===== src/rtl/mem_arbiter_pkg.sv =====
// mem_arbiter_pkg: shared definitions for the shared-memory arbiter slice.
//   - state_t : arbiter FSM states (DRAIN, IDLE, FILL, WRITE)
//   - owner_t : which cache owns the current operation (I=0, D=1)
//   - BLOCK_WORDS, MEM_LATENCY, IDX_W, BLOCK_OFF_MASK
package mem_arbiter_pkg;

  localparam int BLOCK_WORDS = 8;   // 16-bit words per cache block
  localparam int MEM_LATENCY = 4;   // read latency, also post-reset drain length
  localparam int IDX_W       = 3;   // width of a word index inside a block

  // Byte-offset bits inside a 16-byte block.
  localparam logic [3:0] BLOCK_OFF_MASK = 4'hF;

  typedef enum logic [1:0] {
    ST_DRAIN = 2'd0,
    ST_IDLE  = 2'd1,
    ST_FILL  = 2'd2,
    ST_WRITE = 2'd3
  } state_t;

  typedef enum logic {
    OWN_I = 1'b0,
    OWN_D = 1'b1
  } owner_t;

endpackage


===== src/rtl/mem_arbiter_if.sv =====
// mem_arbiter_if: cache-side and memory-side signals of the arbiter.
//   slave  modport : the arbiter (receives cache requests, drives memory commands)
//   master modport : the environment (caches and memory)
//
// Handshake: a cache raises *_req with a stable address and holds it until
// the arbiter answers with *_done (fills) or dc_wr_ack (stores); the cache
// drops req in the following cycle. A req still high while the arbiter is
// idle is taken as a new request. Fill words are transfer-valid only in
// cycles where the owner's *_fill_valid is high; there is no back-pressure.
interface mem_arbiter_if #(
  parameter int ADDR_WIDTH = 16
);
  // I-cache
  logic                  ic_req;
  logic [ADDR_WIDTH-1:0] ic_addr;
  logic                  ic_fill_valid;
  logic                  ic_done;
  // D-cache
  logic                  dc_req;
  logic                  dc_wr;
  logic [ADDR_WIDTH-1:0] dc_addr;
  logic [15:0]           dc_wdata;
  logic                  dc_fill_valid;
  logic                  dc_done;
  logic                  dc_wr_ack;
  // Shared return path
  logic [15:0]           fill_data;
  logic [2:0]            fill_idx;
  // Memory
  logic                  mem_enable;
  logic                  mem_wr;
  logic [ADDR_WIDTH-1:0] mem_addr;
  logic [15:0]           mem_data_in;
  logic [15:0]           mem_data_out;
  logic                  mem_data_valid;

  modport slave (
    input  ic_req, ic_addr, dc_req, dc_wr, dc_addr, dc_wdata,
    input  mem_data_out, mem_data_valid,
    output ic_fill_valid, ic_done, dc_fill_valid, dc_done, dc_wr_ack,
    output fill_data, fill_idx,
    output mem_enable, mem_wr, mem_addr, mem_data_in
  );

  modport master (
    output ic_req, ic_addr, dc_req, dc_wr, dc_addr, dc_wdata,
    output mem_data_out, mem_data_valid,
    input  ic_fill_valid, ic_done, dc_fill_valid, dc_done, dc_wr_ack,
    input  fill_data, fill_idx,
    input  mem_enable, mem_wr, mem_addr, mem_data_in
  );

endinterface


===== src/rtl/mem_fill_seq.sv =====
// mem_fill_seq: block-fill sequencer.
//   clk, rst        : clock, async active-low reset
//   start, base     : load block base and clear counters (arbiter grants a fill)
//   active          : arbiter is in FILL
//   mem_data_valid  : read data returning from memory
//   issue_en/addr   : read command for word k (k = 0..7), zero when idle
//   ret_valid/idx   : counted return and its word index (idx zero when idle)
//   ret_last        : the 8th return of the block
module mem_fill_seq
  import mem_arbiter_pkg::*;
#(
  parameter int ADDR_WIDTH = 16
) (
  input  logic                  clk,
  input  logic                  rst,
  input  logic                  start,
  input  logic                  active,
  input  logic [ADDR_WIDTH-1:0] base,
  input  logic                  mem_data_valid,
  output logic                  issue_en,
  output logic [ADDR_WIDTH-1:0] issue_addr,
  output logic                  ret_valid,
  output logic [IDX_W-1:0]      ret_idx,
  output logic                  ret_last
);

  logic [ADDR_WIDTH-1:0] base_q;
  logic [IDX_W:0]        issue_cnt;  // one extra bit: reaching 8 means all issued
  logic [IDX_W-1:0]      ret_cnt;

  always_ff @(posedge clk or negedge rst) begin
    if (!rst) begin
      base_q    <= '0;
      issue_cnt <= '0;
      ret_cnt   <= '0;
    end else if (start) begin
      base_q    <= base;
      issue_cnt <= '0;
      ret_cnt   <= '0;
    end else if (active) begin
      if (issue_en)  issue_cnt <= issue_cnt + 1'b1;
      if (ret_valid) ret_cnt   <= ret_cnt + 1'b1;
    end
  end

  assign issue_en   = active && (issue_cnt < (IDX_W+1)'(BLOCK_WORDS));
  // Word k lives at base + 2k; the add wraps naturally at ADDR_WIDTH bits.
  assign issue_addr = issue_en ? base_q + ADDR_WIDTH'({issue_cnt[IDX_W-1:0], 1'b0}) : '0;
  assign ret_valid  = active && mem_data_valid;
  assign ret_idx    = ret_valid ? ret_cnt : '0;
  assign ret_last   = ret_valid && (ret_cnt == IDX_W'(BLOCK_WORDS - 1));

endmodule


===== src/rtl/mem_arbiter.sv =====
// mem_arbiter: round-robin arbiter between I-cache and D-cache miss handlers
// in front of a single pipelined memory.
//   clk, rst  : clock, async active-low reset
//   bus       : mem_arbiter_if.slave (cache requests/returns, memory command)
//   dbg_state : current FSM state
// Fills are 8 pipelined reads; D-cache stores are single-cycle writes.
// Return data/valid/index are combinational from the memory's read port,
// memory commands are decoded from registered state only.
module mem_arbiter
  import mem_arbiter_pkg::*;
#(
  parameter int ADDR_WIDTH = 16
) (
  input  logic          clk,
  input  logic          rst,
  mem_arbiter_if.slave  bus,
  output state_t        dbg_state
);

  localparam logic [2:0] DRAIN_LAST = 3'(MEM_LATENCY - 1);

  state_t                state;
  owner_t                owner;
  owner_t                last_grant;
  logic [2:0]            drain_cnt;
  logic [ADDR_WIDTH-1:0] wr_addr;
  logic [15:0]           wr_data;

  owner_t                winner;
  logic                  any_req;
  logic                  win_store;
  logic                  fill_start;
  logic [ADDR_WIDTH-1:0] fill_base;

  logic                  seq_issue;
  logic [ADDR_WIDTH-1:0] seq_addr;
  logic                  seq_ret_valid;
  logic [IDX_W-1:0]      seq_ret_idx;
  logic                  seq_ret_last;

  // On a tie, grant whichever side was not granted last.
  always_comb begin
    any_req = bus.ic_req | bus.dc_req;
    if (bus.ic_req && bus.dc_req)
      winner = (last_grant == OWN_I) ? OWN_D : OWN_I;
    else if (bus.dc_req)
      winner = OWN_D;
    else
      winner = OWN_I;
    win_store  = (winner == OWN_D) && bus.dc_wr;
    fill_start = (state == ST_IDLE) && any_req && !win_store;
    fill_base  = ((winner == OWN_D) ? bus.dc_addr : bus.ic_addr)
                 & ~ADDR_WIDTH'(BLOCK_OFF_MASK);
  end

  always_ff @(posedge clk or negedge rst) begin
    if (!rst) begin
      state      <= ST_DRAIN;
      owner      <= OWN_I;
      last_grant <= OWN_I;
      drain_cnt  <= '0;
      wr_addr    <= '0;
      wr_data    <= '0;
    end else begin
      case (state)
        // Reads in flight at reset still return; wait them out.
        ST_DRAIN: begin
          if (drain_cnt == DRAIN_LAST) begin
            drain_cnt <= '0;
            state     <= ST_IDLE;
          end else begin
            drain_cnt <= drain_cnt + 1'b1;
          end
        end
        ST_IDLE: begin
          if (any_req) begin
            owner      <= winner;
            last_grant <= winner;
            if (win_store) begin
              wr_addr <= {bus.dc_addr[ADDR_WIDTH-1:1], 1'b0};
              wr_data <= bus.dc_wdata;
              state   <= ST_WRITE;
            end else begin
              state   <= ST_FILL;
            end
          end
        end
        ST_FILL: begin
          if (seq_ret_last) state <= ST_IDLE;
        end
        ST_WRITE: begin
          state <= ST_IDLE;
        end
        default: state <= ST_DRAIN;
      endcase
    end
  end

  mem_fill_seq #(
    .ADDR_WIDTH (ADDR_WIDTH)
  ) u_fill_seq (
    .clk            (clk),
    .rst            (rst),
    .start          (fill_start),
    .active         (state == ST_FILL),
    .base           (fill_base),
    .mem_data_valid (bus.mem_data_valid),
    .issue_en       (seq_issue),
    .issue_addr     (seq_addr),
    .ret_valid      (seq_ret_valid),
    .ret_idx        (seq_ret_idx),
    .ret_last       (seq_ret_last)
  );

  assign bus.mem_enable    = seq_issue || (state == ST_WRITE);
  assign bus.mem_wr        = (state == ST_WRITE);
  assign bus.mem_addr      = (state == ST_WRITE) ? wr_addr : seq_addr;
  assign bus.mem_data_in   = (state == ST_WRITE) ? wr_data : '0;
  assign bus.dc_wr_ack     = (state == ST_WRITE);

  assign bus.ic_fill_valid = seq_ret_valid && (owner == OWN_I);
  assign bus.dc_fill_valid = seq_ret_valid && (owner == OWN_D);
  assign bus.ic_done       = seq_ret_last && (owner == OWN_I);
  assign bus.dc_done       = seq_ret_last && (owner == OWN_D);
  assign bus.fill_data     = seq_ret_valid ? bus.mem_data_out : '0;
  assign bus.fill_idx      = seq_ret_idx;

  assign dbg_state = state;

endmodule


===== src/flat_wrapper.sv =====
// flat-port wrapper written by rule: the top's interface ports become plain ports
module mem_arbiter_flat import mem_arbiter_pkg::*;
#(
  parameter int ADDR_WIDTH = 16
)
  (clk, rst, dbg_state, bus_ic_req, bus_ic_addr, bus_dc_req, bus_dc_wr, bus_dc_addr, bus_dc_wdata, bus_mem_data_out, bus_mem_data_valid, bus_ic_fill_valid, bus_ic_done, bus_dc_fill_valid, bus_dc_done, bus_dc_wr_ack, bus_fill_data, bus_fill_idx, bus_mem_enable, bus_mem_wr, bus_mem_addr, bus_mem_data_in);
  mem_arbiter_if #(.ADDR_WIDTH(ADDR_WIDTH)) bus_i ();
  input  logic clk;
  input  logic rst;
  output state_t dbg_state;
  input wire logic [$bits(bus_i.ic_req)-1:0] bus_ic_req;
  input wire logic [$bits(bus_i.ic_addr)-1:0] bus_ic_addr;
  input wire logic [$bits(bus_i.dc_req)-1:0] bus_dc_req;
  input wire logic [$bits(bus_i.dc_wr)-1:0] bus_dc_wr;
  input wire logic [$bits(bus_i.dc_addr)-1:0] bus_dc_addr;
  input wire logic [$bits(bus_i.dc_wdata)-1:0] bus_dc_wdata;
  input wire logic [$bits(bus_i.mem_data_out)-1:0] bus_mem_data_out;
  input wire logic [$bits(bus_i.mem_data_valid)-1:0] bus_mem_data_valid;
  output wire logic [$bits(bus_i.ic_fill_valid)-1:0] bus_ic_fill_valid;
  output wire logic [$bits(bus_i.ic_done)-1:0] bus_ic_done;
  output wire logic [$bits(bus_i.dc_fill_valid)-1:0] bus_dc_fill_valid;
  output wire logic [$bits(bus_i.dc_done)-1:0] bus_dc_done;
  output wire logic [$bits(bus_i.dc_wr_ack)-1:0] bus_dc_wr_ack;
  output wire logic [$bits(bus_i.fill_data)-1:0] bus_fill_data;
  output wire logic [$bits(bus_i.fill_idx)-1:0] bus_fill_idx;
  output wire logic [$bits(bus_i.mem_enable)-1:0] bus_mem_enable;
  output wire logic [$bits(bus_i.mem_wr)-1:0] bus_mem_wr;
  output wire logic [$bits(bus_i.mem_addr)-1:0] bus_mem_addr;
  output wire logic [$bits(bus_i.mem_data_in)-1:0] bus_mem_data_in;
  assign bus_i.ic_req = bus_ic_req;
  assign bus_i.ic_addr = bus_ic_addr;
  assign bus_i.dc_req = bus_dc_req;
  assign bus_i.dc_wr = bus_dc_wr;
  assign bus_i.dc_addr = bus_dc_addr;
  assign bus_i.dc_wdata = bus_dc_wdata;
  assign bus_i.mem_data_out = bus_mem_data_out;
  assign bus_i.mem_data_valid = bus_mem_data_valid;
  assign bus_ic_fill_valid = bus_i.ic_fill_valid;
  assign bus_ic_done = bus_i.ic_done;
  assign bus_dc_fill_valid = bus_i.dc_fill_valid;
  assign bus_dc_done = bus_i.dc_done;
  assign bus_dc_wr_ack = bus_i.dc_wr_ack;
  assign bus_fill_data = bus_i.fill_data;
  assign bus_fill_idx = bus_i.fill_idx;
  assign bus_mem_enable = bus_i.mem_enable;
  assign bus_mem_wr = bus_i.mem_wr;
  assign bus_mem_addr = bus_i.mem_addr;
  assign bus_mem_data_in = bus_i.mem_data_in;
  mem_arbiter #(.ADDR_WIDTH(ADDR_WIDTH)) u_core (.clk(clk), .rst(rst), .bus(bus_i), .dbg_state(dbg_state));
endmodule

===== config.mk =====
export PLATFORM = sky130hd
export DESIGN_NAME = mem_arbiter_flat
export DESIGN_NICKNAME = d
export VERILOG_FILES = /design/src/rtl/mem_arbiter_pkg.sv /design/src/rtl/mem_arbiter_if.sv /design/src/rtl/mem_fill_seq.sv /design/src/rtl/mem_arbiter.sv /design/src/flat_wrapper.sv
export SDC_FILE = /design/constraint.sdc
export NUM_CORES = 1
export LEC_CHECK = 0
export BUFFER_PORTS_ARGS = -buffer_cell sky130_fd_sc_hd__buf_2
export CORE_MARGIN = 2
export CORE_UTILIZATION = 50
export DETAILED_ROUTE_END_ITERATION = 10
export PLACE_DENSITY_LB_ADDON = 0.3
export RECOVER_POWER = 100
export REMOVE_ABC_BUFFERS = 1
export SLEW_MARGIN = 15
export SYNTH_ARGS = -nofsm -noshare
export SYNTH_HDL_FRONTEND = slang
export SYNTH_HIERARCHICAL = 1
export SYNTH_SLANG_ARGS = --single-unit

===== constraint.sdc =====
create_clock -name clk -period 3.1 [get_ports clk]
set_clock_uncertainty 0.05 [all_clocks]
set_input_delay 0.62 -clock clk [delete_from_list [all_inputs] [get_ports clk]]
set_output_delay 0.62 -clock clk [all_outputs]
set_load 0.01 [all_outputs]

; After elaboration in Yosys (flattened, before gate mapping)
; Index checks and enable logic that the tools add are counted.
[word_totals]
regBits = 56
inputBits = 70
out_inout_bits = 60
elab_cells = 66
[classes]
n_addsub = 4
magnitude_cmp = 1
eq_ne = 8
n_mux = 21
n_bitwise = 2
reduce_logical = 22
[op_table]
columns = operator, count
row1 = 16-bit two-way mux, 5
row2 = 16-bit by 4-bit adder with 16-bit output, 1
row3 = 3-bit two-way mux, 5
row4 = 4-bit two-way mux, 3
row5 = 1-bit logical AND, 11
row6 = 2-bit case mux with 4 select lines, 1
row7 = 3-bit by 1-bit adder with 3-bit output (second input constant), 2
row8 = 2-bit two-way mux, 3
row9 = 2-bit by 1-bit != test with 1-bit output (second input constant), 3
row10 = 2-bit AND reduction, 3
row11 = 3-bit AND reduction, 2
row12 = 2-bit nonzero test, 3
row13 = 4-bit by 1-bit adder with 4-bit output (second input constant), 1
row14 = 2-bit == test (second input constant), 2
row15 = 4-bit < comparator (second input constant), 1
row16 = 1-bit two-way mux, 4
row17 = 3-bit by 2-bit == test with 1-bit output (second input constant), 1
row18 = 3-bit == test (second input constant), 1
row19 = 2-bit by 1-bit == test with 1-bit output (second input constant), 1
row20 = 2-bit logical NOT, 1
row21 = 1-bit logical NOT, 1
row22 = 1-bit logical OR, 1
row23 = 1-bit NOT, 1
row24 = 1-bit bitwise OR, 1

; Depth between registers and ports, before layout
[depth]
word_depth = 7
mapped_depth = 9
mapped_depth_nobuf = 8

; By module
; Netlist, hierarchy kept.
[by_module_without_submodules]
columns = module, n_inst, cells_each, area_each_um2, seq_area_each_um2
row1 = mem_arbiter, 1, 176, 2219.6, 925.9
row2 = mem_fill_seq, 1, 141, 1348.8, 575.6

; Worst setup path before layout
; Ideal clock, no wire load.
[synth_timing]
kind = register -> output
from = register u_core.u_fill_seq.issue_cnt[0]
to = output port bus_mem_addr[15]
arrival_ps = 2095
required_ps = 2430
slack_ps = 335
path_stages_with_launch = 9
n_path_buf = 0
cell_sequence = dfrtp_1 > ha_1 > inv_1 > fa_1 > nor2b_1 > o2111ai_1 > or3_1 > a21oi_1 > mux2_2
[synth_between]
elab_chain_len = 4
elab_cells_between_ends = 5
cone_classes = 1 x add/sub / 1 x order compare / 2 x mux / 1 x reduce/logical
[synth_lines]
columns = element, line
row1 = start: declaration, mem_fill_seq.sv:28  ; logic [IDX_W:0] issue_cnt;
row2 = start signal: assignment, mem_fill_seq.sv:41  ; if (issue_en) issue_cnt <= issue_cnt + 1'b1;
row3 = "parallel branches: the longest is 2 deep, another holds 16-bit by 4-bit adder with 16-bit output", -
row4 = 16-bit two-way mux *, mem_fill_seq.sv:48  ; assign issue_addr = issue_en ? base_q + ADDR_WIDTH'({issue_cnt[IDX_W-1:0], 1'b0}) : '0;
row5 = via u_core.seq_addr[15], mem_arbiter.sv:36  ; logic [ADDR_WIDTH-1:0] seq_addr;
row6 = 16-bit two-way mux *, mem_arbiter.sv:117  ; assign bus.mem_addr = (state == ST_WRITE) ? wr_addr : seq_addr;
row7 = end: declaration, flat_wrapper.sv:28  ; output wire logic [$bits(bus_i.mem_addr)-1:0] bus_mem_addr;
; Mark *: on every way through the listed nets, which the timed path passes.

; Worst setup path in the final report
; Ends and elaborated chain as after synthesis.

==> flow_metrics.tcl <==
set metrics [dict create \
    status "complete, no violations" \
    slew-limit-headroom 0.0894 \
    critPathMaxFanout 5 \
    synth_area_um2 3570 \
    ys_ff_latch 60 \
    ys_types 45 \
    seq_area_frac_synth 0.421 \
    root_buffer "clkbuf_8" \
    dpl-instance-area_um2 4300 \
    grt_overflow 0 \
    fin_util 0.655 \
    die_h_um 88.5 \
    design_area_um2 4500 \
    num_rows 30 \
    die-area_um2 7830 \
    mostFrequentLayoutCell "buf_2" \
    path_clk_slew_ns 0.07 \
    numCtsBuffers 9 \
    critical_path.startpoint_type "register" \
    ir_drop_uv 411 \
    syn_area_per_cell_um2 11.3 \
    maxSlewViolCount 0 \
    dr.pass1.iters 4 \
    synth.mux.area_fraction 0.256 \
    synthAdderAreaFrac 0.0302 \
    hp-class "primary input to asynchronous set/reset pin" \
    cts_hold_buf 0 \
    cts.sinks 60 \
    grt_antenna_before_repair 0 \
    r2r-end "u_core/wr_addr[4]" \
    r2r-start "u_core/dbg_state[0]" \
    rsz0062_at_grt "yes" \
    cp-end-kind "output port" \
    port_buffers 124 \
    io_pins 130 \
    drt-wirelength-per-cell_um 14.6 \
    yosys.area_share.simple 0.162 \
    layout_common_cells "buf_2, dfrtp_1, clkbuf_1" \
    gp_congestion 0.763 \
    fmaxAchievable_mhz 327 \
    nNetsFinal 528 \
    dp_hpwl_um 5710 \
    maxCapViolCount 0 \
    synth_edf_count 0 \
    ant_nets 0 \
    synthXorXnorAreaFrac 0.0221 \
    drc 0 \
    num_vias 2824 \
    post-route-min-period_ns 3.06 \
    regToRegSetupSlack_ns 0.14 \
    hold_violations 0 \
    syn_inst 317 \
    path_class "register to output port" \
    grt_first_pass_wirelength_um 13000 \
    grt_usage 0.216 \
    drt_iter0_drc 122 \
    synth_top_family_by_area "multiplexers" \
    fp.dieW_um 88.5 \
    grt_pass1_vias 2815 \
    arrival_ns 2.39 \
    drive_gt1_frac 0.400 \
    fillers 593 \
    core_region_area_um2 6870 \
    routed_wl_um 8060 \
    grt_max_degree 27 \
    reg2reg_depth 5 \
    cts_tree "yes" \
    post-route-period-util 0.988 \
    clk_path_buf_depth 2 \
    vias_per_cell 5.13 \
    ys_warn_count 6 \
    h-tree-depth 3 \
    clk_latency_ns 0.35 \
    num_antenna_cells 0 \
    power_density_nw_per_um2 914 \
    fin_setup_tns_ns 0 \
    synthArstFlopShare 1.00 \
    required_ns 2.43 \
    synth-compound-area-share 0.0610 \
    synth_ff_type "dfrtp_1" \
    syn2layout_area_growth_pct 26.1 \
    power_leakage_nw 2.17 \
    worst_slew_pin_slew_ns 1.37 \
    setup_viol 0 \
    start_util 0.519 \
]
==> layer usage <==
| layer | vias up | wire length, µm | global-route usage |
|---|---|---|---|
| li1 | 1375 | - | - |
| met1 | 1363 | 3480 | 0.261 |
| met2 | 76 | 4130 | 0.386 |
| met3 | 10 | 348 | 0.0382 |
| met4 | 0 | 97 | 0.0744 |
| met5 | - | 0 | 0 |
==> final cells by class <==
| cell class | count | area, µm² | area share |
|---|---|---|---|
| repair buffers | 137 | 661 | 0.147 |
| multi-input cells | 232 | 1940 | 0.431 |
| clock inverters | 7 | 115 | 0.0256 |
| clock buffers | 9 | 124 | 0.0275 |
| flip-flops and latches | 60 | 1500 | 0.334 |
| well taps | 96 | 120 | 0.0267 |
| inverters | 10 | 37.5 | 0.00834 |
==> worst max-delay path: stages, from the launching register on <==
cell and delay (ns):
dfrtp_1 0.39, ha_4 0.17, inv_2 0.04, fa_2 0.38, nor2b_4 0.15, o2111ai_4 0.15, or3_4 0.41, a21oi_2 0.11
mux2_4 0.16, buf_6 0.09
==> through the flow <==
| stage | std cells | hold slack (ns) | setup WS [ns] | power, W |
|---|---|---|---|---|
| final | 551 | 0.369 | 0.0380 | 0.00412 |
| after global routing | 551 | 0.448 | -0.0671 | 0.00441 |
| after CTS | 551 | 0.156 | 0.0196 | 0.00419 |
| after detailed placement | 534 | 0.437 | 0.215 | 0.00329 |
| after global placement | 534 | 0.424 | 0.251 | 0.00322 |
| after floorplan | 302 | 0.274 | 0.145 | 0.00266 |
==> report_power, final <==
group	internal (W)	switching (W)	total, W
Sequential	0.00116	0.000262	0.00142
Combinational	0.000949	0.000896	0.00185
Clock	0.000530	0.000322	0.000852
Total	0.00264	0.00148	0.00412
==> flip-flops by register name, summed over array words and instances (netlist names) <==
| name | flops |
|---|---|
| u_core/last_grant | 1 |
| u_core/u_fill_seq/base_q | 16 |
| u_core/u_fill_seq/ret_cnt | 3 |
| u_core/u_fill_seq/issue_cnt | 4 |
| u_core/drain_cnt | 3 |
| u_core/wr_addr | 15 |
| u_core/wr_data | 16 |
| u_core/dbg_state | 2 |
==> cells in the mapped netlist, types with 4 or more instances <==
library cell	n	share of area
a21oi_1	11	0.015
and2_1	22	0.039
and3_1	21	0.037
clkbuf_1	8	0.0084
dfrtp_1	60	0.42
ha_1	7	0.025
inv_1	10	0.011
mux2_2	41	0.13
mux2_4	30	0.13
nand2_1	18	0.019
nand2b_1	5	0.0088
nor2_1	13	0.014
nor2b_1	5	0.0088
nor3_1	4	0.0056
o21ai_0	12	0.017
or3_1	4	0.0070
xnor2_1	4	0.0098
xor2_1	5	0.012
==> repair_timing <==
action	in CTS	in global routing
hold endpoints to repair	0	0
resized for setup	6	13
buffers inserted	1	0
pin swaps	2	5
setup endpoints to repair	3	9
gates cloned	0	0
==> logic make-up (layout without fill, tap and decap cells) <==
| family | Yosys count | after routing |
|---|---|---|
| adder cells (fa/ha/maj) | 8 | 8 |
| other | 1 | 4 |
| AND/OR/NAND/NOR | 104 | 104 |
| flip-flops | 60 | 60 |
| XOR/XNOR | 9 | 9 |
| buffers and inverters | 28 | 163 |
| AO/OA/AOI/OAI | 36 | 36 |
| multiplexers | 71 | 71 |
==> how the worst max path moves through the flow <==
stage                                        start            endpoint  cells after the start
finish              u_core/u_fill_seq/issue_cnt[0]    bus_mem_addr[15]                      9
global route        u_core/u_fill_seq/issue_cnt[0]    bus_mem_addr[15]                      9
CTS                    u_core/u_fill_seq/base_q[1]    bus_mem_addr[15]                      9
detailed placement     u_core/u_fill_seq/base_q[1]    bus_mem_addr[15]                      9
global placement       u_core/u_fill_seq/base_q[1]    bus_mem_addr[15]                      9
floorplan                               bus_dc_req  u_core/wr_data[12]                      3
No activity file was read; power rests on OpenSTA's default activity.
